==> config.mk <==
export PLATFORM = sky130hd
export DESIGN_NAME = gmii_xgmii_packer
export DESIGN_NICKNAME = d
export VERILOG_FILES = /design/src/rtl/gmii_xgmii_packer_pkg.sv /design/src/rtl/gmii_xgmii_packer_term_gen.sv /design/src/rtl/gmii_xgmii_packer.sv
export SDC_FILE = /design/constraint.sdc
export NUM_CORES = 1
export LEC_CHECK = 0
export ABC_CLOCK_PERIOD_IN_PS = 3400
export CORE_ASPECT_RATIO = 1.4
export CORE_UTILIZATION = 55
export DETAILED_ROUTE_END_ITERATION = 7
export PLACE_DENSITY = 0.8
export SETUP_SLACK_MARGIN = 0.3
export SLEW_MARGIN = 15
export SYNTH_ARGS = -nofsm -noshare
export SYNTH_HDL_FRONTEND = slang
export SYNTH_SLANG_ARGS = --single-unit
==> constraint.sdc <==
create_clock -name gmii_clk -period 3.4 [get_ports gmii_clk]
set_input_delay 0.34 -clock gmii_clk [delete_from_list [all_inputs] [get_ports gmii_clk]]
set_output_delay 0.34 -clock gmii_clk [all_outputs]
set_load 0.005 [all_outputs]
==> src/rtl/gmii_xgmii_packer_pkg.sv <==
// gmii_xgmii_packer_pkg: XGMII control codes, FSM/word-kind enums and the per-lane termination helper
package gmii_xgmii_packer_pkg;
  localparam logic [7:0] XGMII_IDLE  = 8'h07;
  localparam logic [7:0] XGMII_START = 8'hFB;
  localparam logic [7:0] XGMII_TERM  = 8'hFD;
  localparam logic [7:0] XGMII_ERROR = 8'hFE;
  typedef enum logic [2:0] {SYNC, IDLE, DATA, TERM, DISCARD} state_t;
  typedef enum logic [1:0] {K_DATA, K_END_OK, K_END_ERR, K_DROP} kind_t;
  function automatic logic [8:0] term_lane(input int i, input int p, input logic err, input logic [8:0] cur);
    return i < p ? cur :
           i == p ? {1'b1, err ? XGMII_ERROR : XGMII_TERM} :
           (err && i == p + 1) ? {1'b1, XGMII_TERM} : {1'b1, XGMII_IDLE};
  endfunction
endpackage

==> src/rtl/gmii_xgmii_packer_term_gen.sv <==
// xgmii_term_gen: builds the /T/ or /E//T/ word from a partial word and the termination lane
module xgmii_term_gen
  import gmii_xgmii_packer_pkg::*;
#(
  parameter int LANES = 8
) (
  input  logic [8*LANES-1:0]         part_d,
  input  logic [LANES-1:0]           part_c,
  input  logic [$clog2(LANES)-1:0]   lane,
  input  logic                       err,
  output logic [8*LANES-1:0]         word,
  output logic [LANES-1:0]           ctrl,
  output logic                       two
);
  for (genvar i = 0; i < LANES; i++) begin : g_lane
    assign {ctrl[i], word[8*i+:8]} = term_lane(i, int'(lane), err, {part_c[i], part_d[8*i+:8]});
  end
  assign two = err & (&lane);
endmodule

==> src/rtl/gmii_xgmii_packer.sv <==
// gmii_xgmii_packer: packs GMII receive bytes into XGMII words with framing, back-pressure and stats
module gmii_xgmii_packer
  import gmii_xgmii_packer_pkg::*;
#(
  parameter int LANES = 8,
  parameter int FRAME_MAX_BIT_WIDTH = 11,
  parameter int CNT_W = 32
) (
  input  logic                 gmii_clk,
  input  logic                 sys_rst,
  input  logic                 gmii_dv,
  input  logic                 gmii_er,
  input  logic [7:0]           gmii_rxd,
  input  logic                 xgmii_full,
  output logic                 xgmii_wr_en,
  output logic [LANES-1:0]     xgmii_rxc,
  output logic [8*LANES-1:0]   xgmii_rxd,
  output logic [CNT_W-1:0]     stat_frames,
  output logic [CNT_W-1:0]     stat_errors,
  output logic [CNT_W-1:0]     stat_drops
);
  localparam int LW = $clog2(LANES);
  localparam int FW = FRAME_MAX_BIT_WIDTH;
  localparam logic [8*LANES-1:0] IDLE_WORD = {LANES{XGMII_IDLE}};
  localparam logic [8*LANES-1:0] SEC_WORD  = {{(LANES-1){XGMII_IDLE}}, XGMII_TERM};
  localparam logic [8*LANES-1:0] DROP_WORD = {{(LANES-2){XGMII_IDLE}}, XGMII_TERM, XGMII_ERROR};
  state_t state, state_n;
  kind_t kind, kind_n;
  logic [FW-1:0] cnt, cnt_n;
  logic err, err_n, drop, drop_n, nf, nf_n, sec, sec_n, pend, pend_n;
  logic [8*LANES-1:0] acc_d, acc_d_n, rxd_n, t_word;
  logic [LANES-1:0] acc_c, acc_c_n, rxc_n, t_ctrl;
  logic t_two, fail, wr_ok;
  logic [LW-1:0] lane;
  assign lane = cnt[LW-1:0];
  assign wr_ok = pend & ~xgmii_full;
  // a blocked TERM word just waits; any other blocked word loses the frame
  assign fail = pend & xgmii_full & (kind != K_DROP);
  assign xgmii_wr_en = wr_ok;
  xgmii_term_gen #(.LANES(LANES)) u_term (
    .part_d(acc_d), .part_c(acc_c), .lane(lane), .err(err | gmii_dv),
    .word(t_word), .ctrl(t_ctrl), .two(t_two)
  );
  always_comb begin
    state_n = state;
    kind_n = kind;
    cnt_n = cnt;
    err_n = err;
    drop_n = drop;
    nf_n = nf;
    sec_n = 1'b0;
    pend_n = 1'b0;
    acc_d_n = acc_d;
    acc_c_n = acc_c;
    rxd_n = xgmii_rxd;
    rxc_n = xgmii_rxc;
    if (sec) begin
      rxd_n = SEC_WORD;
      rxc_n = '1;
      pend_n = 1'b1;
      kind_n = K_END_ERR;
    end
    case (state)
      SYNC: if (!gmii_dv) state_n = IDLE;
      IDLE: if (gmii_dv) begin
        state_n = DATA;
        cnt_n = FW'(1);
        err_n = gmii_er;
        acc_d_n[7:0] = XGMII_START;
        acc_c_n = LANES'(1);
      end
      DATA: if (!gmii_dv || cnt == {FW{1'b1}}) begin
        rxd_n = t_word;
        rxc_n = t_ctrl;
        pend_n = 1'b1;
        kind_n = (err | gmii_dv) ? K_END_ERR : K_END_OK;
        sec_n = t_two;
        state_n = gmii_dv ? DISCARD : IDLE;
        drop_n = 1'b0;
      end else begin
        acc_d_n[8*lane+:8] = gmii_er ? XGMII_ERROR : gmii_rxd;
        acc_c_n[lane] = gmii_er;
        err_n = err | gmii_er;
        cnt_n = cnt + FW'(1);
        if (&lane) begin
          rxd_n = acc_d_n;
          rxc_n = acc_c_n;
          pend_n = 1'b1;
          kind_n = K_DATA;
        end
      end
      DISCARD: if (!gmii_dv) state_n = drop ? TERM : IDLE;
      TERM: begin
        nf_n = nf | gmii_dv;
        if (!xgmii_full) begin
          state_n = (nf | gmii_dv) ? DISCARD : IDLE;
          drop_n = 1'b0;
          nf_n = 1'b0;
        end
      end
      default: state_n = SYNC;
    endcase
    if (fail) begin
      state_n = (kind == K_DATA && gmii_dv) ? DISCARD : TERM;
      drop_n = 1'b1;
      nf_n = 1'b0;
      sec_n = 1'b0;
      pend_n = 1'b0;
    end
    if (state_n == TERM) begin
      rxd_n = DROP_WORD;
      rxc_n = '1;
      pend_n = 1'b1;
      kind_n = K_DROP;
    end
  end
  always_ff @(posedge gmii_clk) begin
    if (sys_rst) begin
      state <= SYNC;
      kind <= K_DATA;
      cnt <= '0;
      err <= 1'b0;
      drop <= 1'b0;
      nf <= 1'b0;
      sec <= 1'b0;
      pend <= 1'b0;
      acc_d <= IDLE_WORD;
      acc_c <= '1;
      xgmii_rxd <= IDLE_WORD;
      xgmii_rxc <= '1;
      stat_frames <= '0;
      stat_errors <= '0;
      stat_drops <= '0;
    end else begin
      state <= state_n;
      kind <= kind_n;
      cnt <= cnt_n;
      err <= err_n;
      drop <= drop_n;
      nf <= nf_n;
      sec <= sec_n;
      pend <= pend_n;
      acc_d <= acc_d_n;
      acc_c <= acc_c_n;
      xgmii_rxd <= rxd_n;
      xgmii_rxc <= rxc_n;
      if (wr_ok && !sec && kind == K_END_OK) stat_frames <= stat_frames + CNT_W'(1);
      if (wr_ok && !sec && kind == K_END_ERR) stat_errors <= stat_errors + CNT_W'(1);
      if (wr_ok && kind == K_DROP) stat_drops <= stat_drops + ((nf | gmii_dv) ? CNT_W'(2) : CNT_W'(1));
    end
  end
endmodule

-- Yosys cells after proc, flatten, opt, wreduce, memory -nomap -nowiden
Cells that the tools add are included.
- word-level logic and storage cells: 181
- input port bits: 13
- memories kept: 0
- flip-flop bits (word level): 261
- bits in latches: 0
- output and inout bits: 169
- memory bits (read-only): 0
- memory bits (writable): 0
- add/sub/neg operators: 6
- reductions and logical operators: 30
- multiplexer cells: 79
- equal/unequal tests: 28
- shift-type cells: 2
- bitwise gates (word level): 10
- multiply operators: 0
- magnitude comparators: 9
- div/mod/pow operators: 0
- operators with widths (cell ; count):
    2-to-1 mux 64 bit ; 4
    2-to-1 mux 8 bit ; 17
    2-to-1 mux 9 bit ; 15
    equality test 4 x 32 -> 1 bit (first input constant) ; 4
    adder 32 x 1 -> 32 bit (second input constant) ; 2
    bitwise mux 64 bit ; 1
    equality test 3 x 32 -> 1 bit (first input constant) ; 2
    variable shift 8 x 34 -> 64 bit (first input constant) ; 1
    variable part select 8 x 34 -> 64 bit ; 1
    negation 6 -> 34 bit ; 1
    adder 32 x 2 -> 32 bit ; 1
    equality test 2 x 32 -> 1 bit (first input constant) ; 1
    logical NOT 32 bit ; 1
    case mux 8 bit (2 select lines) ; 2
    2-to-1 mux 3 bit ; 9
    2-to-1 mux 11 bit ; 2
    case mux 11 bit (2 select lines) ; 1
    2-to-1 mux 2 bit ; 9
    2-to-1 mux 16 bit ; 1
    case mux 3 bit (5 select lines) ; 1
    logical AND 1 bit ; 14
    2-to-1 mux 1 bit ; 13
    equality test 3 bit (first input constant) ; 4
    adder 11 x 1 -> 11 bit (second input constant) ; 1
    32 further kinds ; 56

-- Longest topological paths before layout
- depth after elaboration: 9
- mapped depth: 12
- depth with buffers taken out: 8

-- Cells and area by module
From an unflattened synthesis, not the netlist that was laid out.
- cell total of the unflattened synthesis: 1693
- area, all modules: 13636.8 µm²
- modules (own cells, without submodules) (module ; times used ; cells an instance ; seq. area each (µm²) ; area each (µm²)):
    gmii_xgmii_packer ; 1 ; 1542 ; 5225.0 ; 12718.4
    xgmii_term_gen ; 1 ; 151 ; 0.0 ; 918.4

-- Least setup slack after synthesis
Ideal clock, no wire load.
- kind: reg2reg
- from: register cnt[1]
- to: register acc_d[56]
- setup time: 0.141 ns
- data arrival time: 2.974 ns
- buffers on the path: 4
- required time: 3.259 ns
- cell stages (with the launch flop): 12
- clock period less this slack: 3.115 ns
- slack: 0.285 ns
- path through: dfxtp_1 > clkbuf_1 > inv_1 > ha_1 > ha_1 > clkbuf_1 > or4b_2 > clkbuf_1 > or3_1 > clkbuf_1 > nand2_1 > o211ai_1
- word-level cells in the longest chain between the ends: 4
- elaborated cells between the ends (all ways): 8
- those cells by class: 1 x add/sub; 1 x eq/ne; 2 x shift; 1 x mux; 1 x bitwise; 2 x reduce/logical
- RTL lines (item ; RTL line ; source):
    from (decl) ; gmii_xgmii_packer.sv:29 ; logic [FW-1:0] cnt, cnt_n;
    from (signal assigned) ; gmii_xgmii_packer.sv:137 ; cnt <= cnt_n;
    parallel branches: the longest is 4 deep, another holds negation 6 -> 34 bit ; n/a ;
    to (signal assigned) ; gmii_xgmii_packer.sv:143 ; acc_d <= acc_d_n;
    to (decl) ; gmii_xgmii_packer.sv:31 ; logic [8*LANES-1:0] acc_d, acc_d_n, rxd_n, t_word;
Several ways; the timed one is not identified.
A chain may end at the register's enable or synchronous reset.

-- Final worst setup path
- from: register cnt[1]
- to: register xgmii_rxd[40]
- word-level cells in the longest chain between the ends: 7
- elaborated cells between the ends (all ways): 19
- those cells by class: 1 x add/sub; 1 x order compare; 3 x eq/ne; 2 x shift; 9 x mux; 3 x reduce/logical
- RTL lines (item ; RTL line ; source):
    parallel branches: the longest is 7 deep, another holds negation 6 -> 34 bit ; n/a ;
    to (signal assigned) ; gmii_xgmii_packer.sv:145 ; xgmii_rxd <= rxd_n;
    to (decl) ; gmii_xgmii_packer.sv:17 ; output logic [8*LANES-1:0] xgmii_rxd,
Several ways; the timed one is not identified.

==> metrics.md <==
| Metric | Value |
|---|---|
| Outcome | finished, final reports clean |
| Worst-path fanout max | 20 |
| Drt first pass iters | 6 |
| Hold Crit Class | in2reg |
| Top-area cell type share of the netlist area | 0.400 |
| Maximum VDD drop | around 400 µV |
| Detailed Route Iter0 Violations | around 1600 |
| Top-count cell post-synth | dfxtp_1 |
| Largest net degree at the start of global routing | 95 |
| Psw | 0.00165 W |
| Leak | around 5.8 nW |
| Synth warn | 0 |
| CTS HTree Levels | 1 |
| Area Growth Syn to Fin | 25.2% |
| Via density | 6.43 |
| Hold buffer count at CTS | 0 |
| Syn Area/Cell | 8.12 µm² |
| Max Fclk | around 0.33 GHz |
| CTS Sinks | 261 |
| Adder-cell area share of the yosys netlist | 0.0140 |
| Startpoint types | register |
| WP data arrival | 3.42 ns |
| Fillers | between 1500 and 2000 |
| Synth Area in Compound Gates | 0.198 |
| Post-Syn Nets | 1636 |
| Sw Share | 0.245 |
| DIE HEIGHT | 184 µm |
| IO Count | around 180 |
| Simple-Gate Fraction of Synth Area | 0.248 |
| Synth Cell Area | 13100 µm² |
| Pwr dens | 412 nW/µm² |
| Combinational Power Share | 0.087 |
| Gpl congestion | between 0.9 and 1 |
| Post-synth EDFFs | 0 |
| Total negative setup slack | 0 ns |
| Worst Skew | 0.00952 ns |
| Clock share of power | 0.444 |
| Post-synthesis cell type count | 77 |
| Most common flop cell mapped by yosys | dfxtp_1 |
| Final setup viols | 0 |
| Core Area | between 20000 and 25000 µm² |
| Async SR Flop Fraction | 0 |
| Clock Path Buffers | 3 |
| Final Hold Viols | 0 |
| Buffers on Ports | 181 |
| Via count | ~13000 |
| Period utilization | 0.887 |
| Setup crit end kind | register |
| Routed WL | ~42000 µm |
| Seq pwr share | 0.470 |
| RSZ-0062 raised after global routing | true |
| Period minus WS final | around 3.0 ns |
| Clock slew at reported path FFs | 0.06 ns |
| Max_cap viols | 0 |
| Diode count | 0 |
| Internal power | just over 0.005 W |
| CTS tree | built |
| Worst-Skew Late Latency | 0.54 ns |
| Die X | roughly 130 µm |
| Worst Path Required | 3.80 ns |
| Initial core utilization | 0.561 |
| Max Slew Vio Count | 0 |
| HPWL after detailed placement | approximately 28000 µm |
| Vias in the first global route | around 13000 |
| DR WL/cell | 20.2 µm |
| Cts bufs inserted | 26 |
| Slew HR | 0.0913 |
| Yosys reg bits | 261 |
| Cell row count | 66 |
| Clock Tree Root | clkbuf_16 |
| Antenna violations before repair | 0 |
| Synth top area cells | dfxtp_1, nor2_1, nand2_1, o21ai_0, clkbuf_1 |
| XOR/XNOR Fraction of Synth Area | 0.0443 |
| Worst R2R Setup Slack | 0.38 ns |
| Largest area contributor in the netlist | dfxtp_1 |
| Final ANT Viol Nets | 0 |
| First-pass GRT wire length | approximately 66000 µm |
| # DRC | 0 |
| Main combinational cell family by area after synthesis | simple AND/OR/NAND/NOR gates |
| Placed Area | 15400 µm² |
| Nets@finish | 1799 |
| Design area | 16300 µm² |
| Synth Instances | ~1600 |
| Die area | about 24000 µm² |
| Sequential cell area fraction in the yosys report | 0.400 |
| Post-synth top cells | dfxtp_1, nor2_1, nand2_1 |
| Grt ovf | 0 |
| Worst Setup Path Type | reg2reg |
| Worst Tran Pin Value | between 1 and 1.5 ns |
| Global Route Usage Sum | 0.334 |
| Layout cells sized above 1 | 0.0977 |
| Post-synthesis mux area share | 0.0475 |
==> layer usage <==
metal  track usage  wire length (µm)  up-vias
met4         0.155              1750        0
met1         0.413             16500     6438
met5             0                 0        -
met2         0.570             20300      711
li1              -                 -     6184
met3        0.0506              3860      142
==> state kept, by name (all words and copies together), names as in the netlist <==
name and cells:
drop 1, pend 1, stat_errors 32, state 3
kind 2, err 1, cnt 11, acc_d 64
xgmii_rxd 64, stat_drops 32, xgmii_rxc 8, stat_frames 32
acc_c 8, sec 1, nf 1
==> worst paths after layout <==
check,cells after the start,end,startpoint
worst min register to register,2,acc_d[62],acc_d[62]
worst min-delay path,2,stat_drops[25],sys_rst
worst max register to register,7,xgmii_rxd[40],cnt[1]
worst max-delay path,7,xgmii_rxd[40],cnt[1]
==> cells in the final DEF, fill, tap and decap left out, drive strengths merged, types with 20 or more instances in the layout <==
cell type | synthesis | routed
nand2 | 153 | 153
xor2 | 23 | 23
buf | 20 | 75
clkbuf | 101 | 36
or3 | 35 | 35
a21oi | 72 | 72
o21ai | 102 | 102
nor2 | 194 | 194
clkdlybuf4s50 | 0 | 180
dfxtp | 261 | 261
mux2 | 24 | 24
a31oi | 27 | 27
a221oi | 20 | 20
a211oi | 27 | 27
nor3 | 55 | 55
o211ai | 26 | 26
mux2i | 35 | 35
nand3 | 56 | 56
inv | 41 | 41
a22oi | 35 | 35
nand4 | 36 | 36
xnor2 | 43 | 43
==> layout make-up <==
type / count / area [µm²] / share of cell area
clock buffer: 36 / 739 / 0.0452
clock inverter: 11 / 133 / 0.00811
inverter: 43 / 161 / 0.00988
multi-input combinational: 1185 / 7280 / 0.446
sequential: 261 / 5230 / 0.320
tap: 306 / 383 / 0.0234
timing repair buffer: 255 / 2420 / 0.148
==> stage by stage <==
step                      instances  worst slack [ns]  total power [W]  hold slack (ns)  utilization
after global routing           2097             0.294          0.00691            0.302        0.702
after floorplan                1609             0.388          0.00354            0.437            -
after global placement         2049             0.277          0.00377            0.445        0.663
after detailed placement       2049             0.207          0.00378            0.447        0.663
final                          2097             0.385          0.00673            0.298        0.702
after CTS                      2096             0.362          0.00672            0.299        0.700
==> critical path, cell delays in order, from the launching register on <==
cell and delay, ns:
dfxtp_1 0.50, ha_1 0.26, nand4_2 0.13, buf_4 0.18, or3_1 0.39, a2111o_1 0.51
o311a_2 0.33, or4_1 0.57
==> power groups by stage <==
stage | logic, W | registers [W] | clock network [W]
after global routing | 0.000621 | 0.00317 | 0.00312
after global placement | 0.000546 | 0.00323 | 0
final | 0.000586 | 0.00316 | 0.00299
after floorplan | 0.000331 | 0.00321 | 0
after CTS | 0.000558 | 0.00316 | 0.00300
after detailed placement | 0.000555 | 0.00323 | 0
==> timing repair <==
item	4_1_cts	5_1_grt
resized for setup	0	5
setup buffers	0	0
endpoints found under the setup margin	0	47
==> cell families after synthesis <==
logic type,after synthesis
AND/OR/NAND/NOR,652
AO/OA/AOI/OAI,393
flip-flops,261
buffers and inverters,164
XOR/XNOR,66
multiplexers,59
adder cells (fa/ha/maj),14
Power figures use the tool's default switching activity.
==> edit: new RTL, same settings <==
`LANES` is set to 8 in 2 places; all go to 4.
--- a/src/rtl/gmii_xgmii_packer_term_gen.sv
+++ b/src/rtl/gmii_xgmii_packer_term_gen.sv
@@ -2,7 +2,7 @@
 module xgmii_term_gen
   import gmii_xgmii_packer_pkg::*;
 #(
-  parameter int LANES = 8
+  parameter int LANES = 4
 ) (
   input  logic [8*LANES-1:0]         part_d,
   input  logic [LANES-1:0]           part_c,
--- a/src/rtl/gmii_xgmii_packer.sv
+++ b/src/rtl/gmii_xgmii_packer.sv
@@ -2,7 +2,7 @@
 module gmii_xgmii_packer
   import gmii_xgmii_packer_pkg::*;
 #(
-  parameter int LANES = 8,
+  parameter int LANES = 4,
   parameter int FRAME_MAX_BIT_WIDTH = 11,
   parameter int CNT_W = 32
 ) (
Interface: changed (resized xgmii_rxc and xgmii_rxd); port bits go from 182 to 146. No check against the original RTL was run, so the function may have changed too.
==> edit against the original RTL <==
  * Area after synthesis shrank 32%
  * Wire length decreased by 42%
  * Setup slack improved by 0.20 ns
  * Highest routed layer unchanged
  * Total power down 31%
  * Largest power group unchanged
  * Fmax up 7.2%
  * Critical endpoint is now stat_drops[28]
  * Design area is 32% lower
  * Critical path type is now in -> reg
  * Clock skew shrank 0.0013 ns
  * Sequential share of layout area rose by 0.53 points
  * Sequential cell count is 81 lower
==> edit: results (changes against the original RTL) <==
Clock transition at path regs 0.07 ns; GP Congestion 0.961 (+0.17%); synthesis warning total 0 (unchanged); Skew-Pair Late Insertion Delay 0.44 ns (-0.10 ns); hold crit path type in -> reg; n_diodes 0 (unchanged); vias in the first global route 7,990 (-37%); CP Max Fanout 8 (-60%); final WL 24,400 um (-42%); VDD IR-drop max 0.000303 V (-25%); Top Family by Delay on Critical Path simple AND/OR/NAND/NOR gates; Pre-Repair DR Iteration Count 5 (-1); slew at the pin closest to its max-slew limit 0.843 ns (-0.518 ns); worst endpoint data arrival time 3.18 ns (-0.24 ns); Tot GR Track Use 29.7% (-3.6 points); postcts setup bufs 0 (unchanged); post-DR vias/cell 6.05 (-5.9%); clk root buf clkbuf_16; TNS Setup 0 ns (unchanged); Synth Register Bits 180 (-31%); endpoints failing hold 0 (unchanged); post-synth cell types 72 (-6.5%); Resized Gates After CTS 0 (unchanged); status finished clean; Iteration-0 DRC Markers 610 (-61%); top cells by area, synth dfxtp_1, xnor2_1, nor2_1, a21oi_1, o21ai_0; Mapped Nets 1,119 (-32%); top post-synthesis cells by count dfxtp_1, nor2_1, nand2_1; first-pass GRT wire length 39,200 um (-41%); Num CTS Buffers 17 (-35%); CTS max path bufs 2 (-1); slowest CP cell or4b_1; initial antenna violation count 0 (unchanged); HPWL Detailed 17,200 um (-39%); Layout Skew 0.00820 ns (-0.00132 ns); layout cells sized above 1 7.35% (-2.4 points); pin count of the biggest net entering global routing 60 (-37%); Leak 3.64 nW (-37%); Max stage delay on crit path 0.59 ns (+0.02 ns); Max H-tree Level 4 (+3); IO Port Bufs 145 (-20%); Setup-failing EPs final 0 (unchanged); sequential area share after synthesis 40.6% (+0.64 points); Final nets 1,237 (-31%)
edit: cell types whose count changed in the layout (fill, tap and decap cells not counted), moves of 16 or more:
cell | unedited run | this run
dfxtp_1 | 261 | 180
nor3_1 | 53 | 30
a22oi_1 | 35 | 19
nand4_1 | 35 | 19
a211oi_1 | 27 | 4
mux2_2 | 24 | 2
mux2i_1 | 35 | 1
o211ai_1 | 26 | 9
clkdlybuf4s50_1 | 180 | 144
o21ai_0 | 99 | 61
buf_4 | 70 | 33
nor2_1 | 193 | 125
a221oi_1 | 20 | 0
nand2_1 | 153 | 74
edit: report_power, final:
part | internal (mW) | total [mW] | switching [mW]
logic | 0.161 | 0.399 | 0.238
clock network | 1.18 | 2.04 | 0.852
registers | 2.16 | 2.20 | 0.0439
edit: kinds of logic (layout without fill, tap and decap cells):
group	count (synthesis)	in the layout	synth area share (%)
flops	180	180	40.6
simple gates	438	438	25.8
buf+inv	128	258	5.74
mux	5	5	0.621
compound gates	266	266	19.0
fa+ha+maj	12	12	1.78
xor+xnor	65	65	6.42
edit: cell type report:
cell class | instances | area, um^2
multi-input combinational | 786 | 4750
fill | 1277 | 4590
sequential | 180 | 3600
clock buffer | 22 | 494
clock inverter | 9 | 118
timing repair buffer | 177 | 1690
inverter | 50 | 188
tap | 196 | 245
edit: routing by layer:
layer	up-vias	wire length [um]	GRT usage, %
li1	4152	-	-
met1	4036	9400	33.4
met2	313	12500	52.3
met3	83	1330	5.13
met4	0	1210	16.1
met5	-	0	0
edit: final timing paths:
| path | startpoint | endpoint | slack [ns] | cells after the start |
|---|---|---|---|---|
| max | gmii_dv | stat_drops[28] | 0.59 | 10 |
| min reg2reg | acc_d[3] | acc_d[3] | 0.47 | 2 |
| min | sys_rst | state[0] | 0.29 | 2 |
| max reg2reg | nf | stat_drops[28] | 0.66 | 9 |
edit: through the flow:
| step | std cells | setup slack (ns) | cell area, um^2 |
|---|---|---|---|
| 2_1_floorplan | 1094 | 0.606 | 8860 |
| 6_report | 1420 | 0.586 | 11100 |
| 3_5_place_dp | 1389 | 0.139 | 10500 |
| 5_1_grt | 1420 | 0.386 | 11100 |
| 3_3_place_gp | 1389 | 0.223 | 10500 |
| 4_1_cts | 1420 | 0.582 | 11100 |
